--- src/rtl/prio_enc_pkg.sv ---
// prio_enc_pkg: shared state encoding and default sizes for the priority encoder.
package prio_enc_pkg;
  typedef enum logic {IDLE, OFFER} state_t;
  localparam int N_DEF = 32;
  localparam int W_DEF = 5;
endpackage

--- src/rtl/lsb_first_enc.sv ---
// lsb_first_enc: combinational finder of the lowest set bit index.
module lsb_first_enc #(
  parameter int N = 32,
  parameter int W = 5
) (
  input  logic [N-1:0] bits,
  output logic [W-1:0] idx,
  output logic         any
);
  always_comb begin
    idx = '0;
    for (int i = N - 1; i >= 0; i--) if (bits[i]) idx = W'(i);
  end
  assign any = |bits;
endmodule

--- src/rtl/prio_enc32to5.sv ---
// prio_enc32to5: latches one-hot requests and offers the lowest pending index under valid/ready.
module prio_enc32to5
  import prio_enc_pkg::*;
#(
  parameter int N = N_DEF,
  parameter int W = W_DEF
) (
  input  logic         clk,
  input  logic         rst_n,
  input  logic         e,
  input  logic [N-1:0] req,
  output logic [W-1:0] code,
  output logic         valid,
  input  logic         ready,
  output logic         drop,
  output logic         pend_any
);
  state_t       state;
  logic [N-1:0] pending, clr, nreq, pending_next;
  logic [W-1:0] low;
  logic         any;
  if (W != $clog2(N) || N < 2 || N > 32 || (1 << W) != N) begin : g_bad_params
    $error("prio_enc32to5: N must be a power of two in 2..32 and W must equal $clog2(N)");
  end
  assign valid = state == OFFER;
  assign clr = (valid && ready) ? N'(1) << code : '0;
  assign nreq = e ? req : '0;
  // a fresh request on the bit being cleared re-sets it
  assign pending_next = (pending & ~clr) | nreq;
  lsb_first_enc #(.N(N), .W(W)) u_enc (.bits(pending), .idx(low), .any(any));
  always_ff @(posedge clk or negedge rst_n)
    if (!rst_n) begin
      pending  <= '0;
      pend_any <= 1'b0;
      drop     <= 1'b0;
      code     <= '0;
      state    <= IDLE;
    end else begin
      pending  <= pending_next;
      pend_any <= |pending_next;
      drop     <= |(nreq & pending & ~clr);
      if (state == IDLE && any) begin
        code  <= low;
        state <= OFFER;
      end else if (state == OFFER && ready) state <= IDLE;
    end
endmodule

--- config.mk ---
export PLATFORM = sky130hd
export DESIGN_NAME = prio_enc32to5
export DESIGN_NICKNAME = d
export VERILOG_FILES = /design/src/rtl/prio_enc_pkg.sv /design/src/rtl/lsb_first_enc.sv /design/src/rtl/prio_enc32to5.sv
export SDC_FILE = /design/constraint.sdc
export NUM_CORES = 1
export LEC_CHECK = 0
export ABC_CLOCK_PERIOD_IN_PS = 4700
export BUFFER_PORTS_ARGS = -buffer_cell sky130_fd_sc_hd__buf_4
export CAP_MARGIN = 0
export CORE_ASPECT_RATIO = 2
export CORE_MARGIN = 8
export CORE_UTILIZATION = 60
export DETAILED_ROUTE_END_ITERATION = 16
export HOLD_SLACK_MARGIN = 0.08
export PLACE_DENSITY = 0.85
export SLEW_MARGIN = 40
export SYNTH_ARGS = -nofsm -noshare
export SYNTH_HDL_FRONTEND = slang
export SYNTH_SLANG_ARGS = --single-unit
--- constraint.sdc ---
create_clock -name clk -period 4.7 [get_ports clk]
set_input_delay 0.235 -clock clk [delete_from_list [all_inputs] [get_ports clk]]
set_output_delay 0.235 -clock clk [all_outputs]
set_load 0.1 [all_outputs]
# == Word-level counts from Yosys, hierarchy flattened ==
# Index checks and enable logic that the tools add are counted.
# op_classes
shifts,1
bitwise,6
n_mux,36
n_reduce_logical,6
# ops
op,count
2-to-1 mux 5 bit,32
bitwise AND 32 bit,3
OR reduction 32 bit,3
2-to-1 mux 32 bit,2
NOT 32 bit,1
OR 32 bit,1
"left shift 1 x 5 -> 32 bit, first input constant",1
logical AND 1 bit,2
2-to-1 mux 1 bit,2
nonzero test 2 bit,1
NOT 1 bit,1
# word_totals
reg_bits,40
output_inout_bits,8
input_bits,36

# == Depth between registers and ports, before layout ==
# Gate-level depths: netlist of run 1.
# logic_depth
word_depth,32
ltp_mapped,7
depth_no_buf,6

# == Hierarchy ==
# From an unflattened synthesis of run 1, not the netlist that was laid out.
# unflattened
hier_cells,286
hier_area_um2,2463.6
# modules_own_cells
module,area_per_inst_um2,seq_area_each_um2,instances,cells_each
prio_enc32to5,2078.2,1001.0,1,221
lsb_first_enc,385.4,0.0,1,65

# == Worst setup path before layout of run 1 ==
# No wires, ideal clock.
# synth_timing
kind,register -> register
from,register code[3]
to,register pend_any
slack_ns,1.553
path_buffers,1
required_time_ns,4.562
arrival_time_ns,3.008
path_stages_with_launch,8
setup_time_ns,0.138
period_less_slack_ns,3.147
cell_sequence,dfrtp_1 buf_2 nand2_1 o31ai_2 nand2_1 or4_1 or4_1 or4_1
# synth_between
elab_chain_len,6
# synth_rtl
element,line,source
from (decl),prio_enc32to5.sv:12,"output logic [W-1:0] code,"
from (signal assigned),prio_enc32to5.sv:43,code <= low;
left shift 1 x 5 -> 32 bit,prio_enc32to5.sv:26,assign clr = (valid && ready) ? N'(1) << code : '0;
2-to-1 mux 32 bit,prio_enc32to5.sv:26,
NOT 32 bit,prio_enc32to5.sv:29,assign pending_next = (pending & ~clr) | nreq;
bitwise AND 32 bit,prio_enc32to5.sv:29,
OR 32 bit,prio_enc32to5.sv:29,
net pending_next[28],prio_enc32to5.sv:19,"logic [N-1:0] pending, clr, nreq, pending_next;"
OR reduction 32 bit,prio_enc32to5.sv:40,pend_any <= |pending_next;
to (signal assigned),prio_enc32to5.sv:40,
to (decl),prio_enc32to5.sv:16,output logic pend_any
# The timed path passes the listed nets, and every way through them passes these cells.
# A chain may end at the register's enable or synchronous reset.

# == Worst setup path after layout of run 1 ==
# layout_timing
from,"register state, in the netlist valid"
to,register pend_any
# layout_between
elab_chain_len,6
# layout_rtl
element,line,source
from (decl),prio_enc32to5.sv:18,state_t state;
from (signal assigned),prio_enc32to5.sv:37,state <= IDLE;
from (signal assigned),prio_enc32to5.sv:44,state <= OFFER;
from (signal assigned),prio_enc32to5.sv:45,end else if (state == OFFER && ready) state <= IDLE;
logical AND 1 bit,prio_enc32to5.sv:26,
2-to-1 mux 32 bit,prio_enc32to5.sv:26,
NOT 32 bit,prio_enc32to5.sv:29,
bitwise AND 32 bit,prio_enc32to5.sv:29,
OR 32 bit,prio_enc32to5.sv:29,
net pending_next[1],prio_enc32to5.sv:19,
OR reduction 32 bit,prio_enc32to5.sv:40,
# The timed path passes the listed nets, and every way through them passes these cells.

==> results_dict.tcl, run 1 <==
set metrics [dict create \
    status "finished clean" \
    finalSetupTns_ns 0 \
    drc 0 \
    cp_top_family "simple AND/OR/NAND/NOR gates" \
    clkTransAtPathRegs_ns 0.08 \
    synth_cell_types 53 \
    grt_util_all_layers_pct 27.1 \
    worstHoldStart "req[20]" \
    synthArstFlopShare_pct 100 \
    crit_path_start_kind "register" \
    cts_root_buffer "clkbuf_8" \
    syn_area_um2 2480 \
    portBuffers 43 \
    path_class "register to register" \
    antenna_found_initial 0 \
    antenna_violating_nets_post_route 0 \
    place_hpwl_um 6480 \
    timing.final.crit_share_pct 64.4 \
    grt_pass1_wl_um 13000 \
    drive_gt1_share_pct 17.2 \
    hold_path_class "primary input to register" \
    grt_max_degree 41 \
    whs_endpoint "pending[20]" \
    ys_seq_area_share_pct 40.4 \
    syn_nets 340 \
    fmax_mhz 330 \
    leakagePower_nw 1.20 \
    r2r_slack_ns 1.67 \
    wl_per_cell_um 21.0 \
    insertion_delay_ns 0.29 \
    die_h_um 107 \
    ys_ff_latch 40 \
    syn-instance-count 304 \
    drt-total-wl_um 8320 \
    crit_slowest_cell "o41ai_1" \
    critPathMaxFanout 15 \
    fillers 349 \
    ys.flop_type "dfrtp_1" \
    whs_ns 0.159 \
    rsz0062_at_grt "no" \
    clockBufferDepth 2 \
    setup_viol_count_final 0 \
    tightest_slew_ns 0.645 \
    required_ns 4.87 \
    yosysWarnings 0 \
    cts_sinks 40 \
    r2r_end "pend_any" \
    die_area_um2 6560 \
    cap_violations 0 \
    slew_headroom_pct 56.8 \
    syn_avg_cell_area_um2 8.15 \
    skew_ns 0.00807 \
    rr_startpoint "valid" \
    worst-r2r-cell-count 6 \
    cpPeakStageDelay_ns 0.66 \
    worstPathCellList "nand3b_1, o41ai_1, nand2_1, nor2_1, or4bb_1, or4_1" \
    grt_overflow 0 \
    core_um2 4050 \
    nets 380 \
    finalMaxSlewViolations 0 \
    first_global_vias 2643 \
    crit_path_end_kind "register" \
    gp_congestion 1.01 \
    cp_num_buf_inv 0 \
    min_path_cells 3 \
    numCtsBuffers 5 \
    fp-row-count 33 \
    vias 2614 \
    insertedDiodeCount 0 \
    ir_drop_v 0.000333 \
    start_util_pct 61.2 \
    drtIter0Drc 202 \
    period_needed_ns 3.03 \
    io_pins 44 \
    via_per_inst 6.60 \
    die_x_um 61.4 \
    crit_arrival_ns 3.20 \
    htree_levels 2 \
    cellPowerDensity_nw_per_um2 419 \
    hold_violations 0 \
    cts_tree "yes" \
    first_pass_iters 4 \
    area_growth_pct 16.7 \
    synth-edff-count 0 \
]
## layer usage
metal  GRT usage [%]  up-vias  wire length (µm)
met5               0        -                 0
met4            19.9        0               668
met3            6.59       51               603
met2            45.9      175              4360
met1            26.6     1209              2680
li1                -     1179                 -
## metrics by stage
step | setup WS (ns) | power (mW) | util (%) | instance area [µm²] | std cells
2_1_floorplan | 1.55 | 0.831 | - | 2480 | 304
3_3_place_gp | 1.83 | 0.985 | 69.3 | 2800 | 388
3_5_place_dp | 1.75 | 0.988 | 69.3 | 2800 | 388
4_1_cts | 1.72 | 1.20 | 71.4 | 2890 | 396
5_1_grt | 1.52 | 1.26 | 71.4 | 2890 | 396
6_report | 1.67 | 1.21 | 71.4 | 2890 | 396
## cells in the final DEF, fill, tap and decap left out, types with 2 or more instances in the layout
| master | n |
|---|---|
| nand2_1 | 58 |
| buf_4 | 43 |
| dfrtp_1 | 40 |
| nor2_1 | 34 |
| inv_1 | 29 |
| a21oi_1 | 13 |
| o31ai_1 | 12 |
| a22o_1 | 10 |
| or4_1 | 10 |
| nor3_1 | 9 |
| nor4_1 | 9 |
| o21ai_0 | 8 |
| nand3_1 | 5 |
| clkbuf_8 | 5 |
| nand2b_1 | 4 |
| nand4_1 | 4 |
| o31ai_2 | 4 |
| o21ai_1 | 3 |
| o22a_1 | 3 |
| o41ai_1 | 2 |
| o311ai_0 | 2 |
| a31oi_1 | 2 |
| a221o_1 | 2 |
| a211oi_1 | 2 |
| o221ai_1 | 2 |
## cell families (layout without fill, tap and decap cells)
family          Yosys count  count (layout)  synth area share (%)
flops                    40              40                  40.4
simple gates            146             146                  28.8
buf+inv                  40              80                  6.87
compound gates           78              78                  24.0
## what timing repair did
item                                   CTS  global route
buffers inserted                         0             0
resized for setup                        0             0
hold buffers                             1             0
endpoints found under the hold margin   40             0
## final cells by class
class / count / area, µm² / area share [%]
clock buffer: 6 / 72.6 / 2.51
clock inverter: 1 / 5.00 / 0.173
inverter: 29 / 109 / 3.77
multi-input combinational: 224 / 1310 / 45.2
sequential: 40 / 1000 / 34.6
tap: 52 / 65.1 / 2.25
timing repair buffer: 44 / 333 / 11.5
## state kept, by name, indices dropped and copies added (netlist names)
register	count
code	5
pending	32
pend_any	1
valid	1
drop	1
## worst reg2reg max path, cell delays in order (launching register included)
cell	delay, ns
dfrtp_1	0.47
nand3b_1	0.48
o41ai_1	0.66
nand2_1	0.14
nor2_1	0.14
or4bb_1	0.50
or4_1	0.51
## power by group
group / total (mW) / switching, mW / internal (mW)
combinational: 0.494 / 0.358 / 0.136
sequential: 0.501 / 0.106 / 0.395
clock: 0.217 / 0.116 / 0.101
## worst max-delay path by stage
stage / endpoint / startpoint / depth (start not counted)
global placement: pend_any / valid / 6
finish: pend_any / valid / 6
floorplan: pend_any / code[3] / 7
global route: pend_any / valid / 6
detailed placement: pend_any / code[4] / 6
CTS: pend_any / code[4] / 6
## synthesized netlist by cell type, types with 5 or more instances
cell     number  area [µm²]
o21ai_0       8        40.0
nor4_1        9        56.3
or4_1        10        75.1
dfrtp_1      40        1000
nand3_1       5        25.0
a22o_1       10        87.6
nor3_1        9        45.0
inv_1        29         109
a21oi_1      13        65.1
o31ai_1      12        90.1
nor2_1       34         128
nand2_1      58         218
(Power assumes the default switching activity.)
==> inputs of run 2 (changes only) <==
--- a/config.mk
+++ b/config.mk
@@ -5,15 +5,16 @@
 export SDC_FILE = /design/constraint.sdc
 export NUM_CORES = 1
 export LEC_CHECK = 0
-export ABC_CLOCK_PERIOD_IN_PS = 4700
+export ABC_AREA = 1
+export ABC_CLOCK_PERIOD_IN_PS = 2400
 export BUFFER_PORTS_ARGS = -buffer_cell sky130_fd_sc_hd__buf_4
 export CAP_MARGIN = 0
 export CORE_ASPECT_RATIO = 2
 export CORE_MARGIN = 8
-export CORE_UTILIZATION = 60
+export CORE_UTILIZATION = 50
 export DETAILED_ROUTE_END_ITERATION = 16
 export HOLD_SLACK_MARGIN = 0.08
-export PLACE_DENSITY = 0.85
+export PLACE_DENSITY = 0.76
 export SLEW_MARGIN = 40
 export SYNTH_ARGS = -nofsm -noshare
 export SYNTH_HDL_FRONTEND = slang
==> constraint.sdc (replaced) <==
create_clock -name clk -period 2.4 [get_ports clk]
set_input_delay 0.12 -clock clk [delete_from_list [all_inputs] [get_ports clk]]
set_output_delay 0.12 -clock clk [all_outputs]
set_load 0.1 [all_outputs]
==> run 2 against run 1 <==
Sequential share of layout area down 1.4 points. Hold slack worse by 0.075 ns. Routed wire length shrank 13%.
==> results_dict.tcl, run 2 <==
set metrics [dict create \
    synth_simple_gate_area_share_pct 38.3 \
    hold_path_class "primary input to register" \
    numCtsBuffers 5 \
    portBuffers 43 \
    post-synth-top-count-cell "nand2_1" \
    timing.final.crit_share_pct 98.2 \
    synth-edff-count 0 \
    worstPathCellList "inv_2, nand4_1, o21ai_0, o21ai_0, nor4_1, buf_4, nand4_1, or4_1" \
    yosysTopAreaCellShare_pct 41.8 \
    leakagePower_nw 1.48 \
    synth_top_family_by_area "simple AND/OR/NAND/NOR gates" \
    largest-register "pending" \
    grt_max_degree 41 \
    period_needed_ns 2.36 \
    first_pass_iters 4 \
    ys.flop_type "dfrtp_1" \
    ys_seq_area_share_pct 41.8 \
    core_um2 4600 \
    largestRegisters "pending: 32 flops, code: 5 flops" \
    required_ns 2.57 \
    path_class "register to register" \
    synthMuxAreaShare_pct 0 \
    mostFrequentLayoutCell "nand2_1" \
    rsz0062_at_grt "yes" \
    ir_drop_v 0.000595 \
    die_h_um 114 \
    cap_violations 0 \
    cts_sinks 40 \
    finish.utilization_pct 65.9 \
    drive_gt1_share_pct 18.5 \
    dp_cells 451 \
    io_pins 44 \
    crit_slowest_cell "dfrtp_2" \
    critPathMaxFanout 9 \
    synth_cell_types 24 \
    final_cell_mix "nand2_1 (134), buf_4 (54), inv_1 (46), dfrtp_1 (34), nor2_1 (33)" \
    status "finished clean" \
    nets 451 \
    grt_pass1_wl_um 11800 \
    fmax_mhz 424 \
    hold_violations 0 \
    antenna_found_initial 0 \
    ys_ff_latch 40 \
    cellPowerDensity_nw_per_um2 663 \
    clockBufferDepth 2 \
    die_x_um 64.9 \
    via_per_inst 5.38 \
    synth_compound_area_share_pct 10.3 \
    drtIter0Drc 92 \
    met3_length_um 380 \
    synth_top_cell_by_area "dfrtp_1" \
    synthAdderAreaFrac_pct 0 \
    crit_path_start_kind "register" \
    crit_arrival_ns 2.52 \
    syn-instance-count 355 \
    htree_levels 2 \
    synthArstFlopShare_pct 100 \
    synthTopCellsByCount "nand2_1 (134), inv_1 (47), dfrtp_1 (40)" \
    vias 2536 \
    wl_met2_um 4000 \
    wl_met1_um 2480 \
    top_layer "met4" \
    synth-xor-area-share_pct 0 \
    yosysWarnings 0 \
    finalMaxSlewViolations 0 \
    cts_tree "yes" \
    cpPeakStageDelay_ns 0.46 \
    slew_headroom_pct 58.8 \
    drc 0 \
    drt-total-wl_um 7260 \
    syn_avg_cell_area_um2 6.75 \
    first_global_vias 2591 \
    area_growth_pct 26.5 \
    final_cells 471 \
    insertion_delay_ns 0.29 \
    setup_viol_count_final 0 \
    ys_top_cells_by_area "dfrtp_1 (42%), nand2_1 (21%), inv_1 (7.4%)" \
    largest_reg_flops 32 \
    fp-row-count 35 \
    wl_per_cell_um 15.4 \
    die_area_um2 7390 \
    tightest_slew_ns 0.610 \
    insertedDiodeCount 0 \
    skew_ns 0.00373 \
    syn_area_um2 2390 \
    antenna_violating_nets_post_route 0 \
    crit_path_end_kind "register" \
    cts_root_buffer "clkbuf_8" \
    place_hpwl_um 5940 \
    grt_util_all_layers_pct 20.6 \
    grt_overflow 0 \
    start_util_pct 52.1 \
    syn_nets 391 \
    gp_congestion 0.995 \
    clkTransAtPathRegs_ns 0.07 \
]
run 2: changes by cell type after synthesis, moves of 5 or more:
cell	delta
or4_1	-9
a21oi_1	-11
a22o_1	-7
inv_1	+18
o31ai_1	-10
nand2_1	+76
o21ai_0	+16
nand4_1	+8
nand3_1	+5
o22ai_1	+6
run 2: logic make-up (layout without fill, tap and decap cells):
group	Yosys count	count (layout)
buffers and inverters	59	120
AO/OA/AOI/OAI	42	42
flip-flops	40	40
AND/OR/NAND/NOR	214	214
run 2: layout make-up:
class,instances,area [µm²]
Fill cell,435,1570
Multi-Input combinational cell,256,1190
Sequential cell,40,1010
Timing Repair Buffer,61,475
Inverter,51,195
Clock buffer,8,90.1
Tap cell,55,68.8
run 2: repair_timing:
item,CTS,global route
resized for setup,1,6
endpoints found under the setup margin,1,3
pin swaps,0,1
setup buffers,0,5
hold buffers,7,0
endpoints found under the hold margin,46,0
run 2: final timing paths:
kind                                to  slack [ns]  depth (start not counted)   startpoint
min reg2reg                pending[22]        0.53                          2  pending[22]
min                         pending[0]        0.08                          3       req[0]
max in group asynchronous      code[1]        1.68                          2        rst_n
max reg2reg                   pend_any        0.04                          8      code[0]
min in group asynchronous      code[4]        0.33                          2        rst_n
max                           pend_any        0.04                          8      code[0]
run 2: layer usage:
metal | global-route usage [%] | vias up
met5 | 0 | -
met4 | 12.8 | 0
met3 | 3.14 | 30
met2 | 38.4 | 90
met1 | 20.0 | 1141
li1 | - | 1275
run 2: critical path, delay by kind of cell, from the launching register on:
kind | cells | cell delay [ns]
simple gates | 4 | 1.00
flops | 1 | 0.46
compound gates | 2 | 0.41
buf+inv | 2 | 0.35
run 2: report_power, final:
group          internal (mW)  total (mW)  switching [mW]
Sequential             0.740       0.800          0.0597
Combinational          0.204       0.743           0.539
Clock                  0.235       0.467           0.232
run 2: through the flow:
step / power (mW) / area, µm² / setup TNS (ns) / hold WS (ns) / worst slack [ns]
finish: 2.01 / 3030 / 0 / 0.0838 / 0.0427
global route: 2.11 / 3030 / -0.252 / 0.0914 / -0.181
CTS: 2.01 / 2970 / 0 / 0.0814 / 0.0195
detailed placement: 1.54 / 2800 / 0 / 0.134 / 0.00709
global placement: 1.53 / 2800 / -0.00645 / 0.130 / -0.00645
floorplan: 1.29 / 2400 / 0 / -0.176 / 0.108
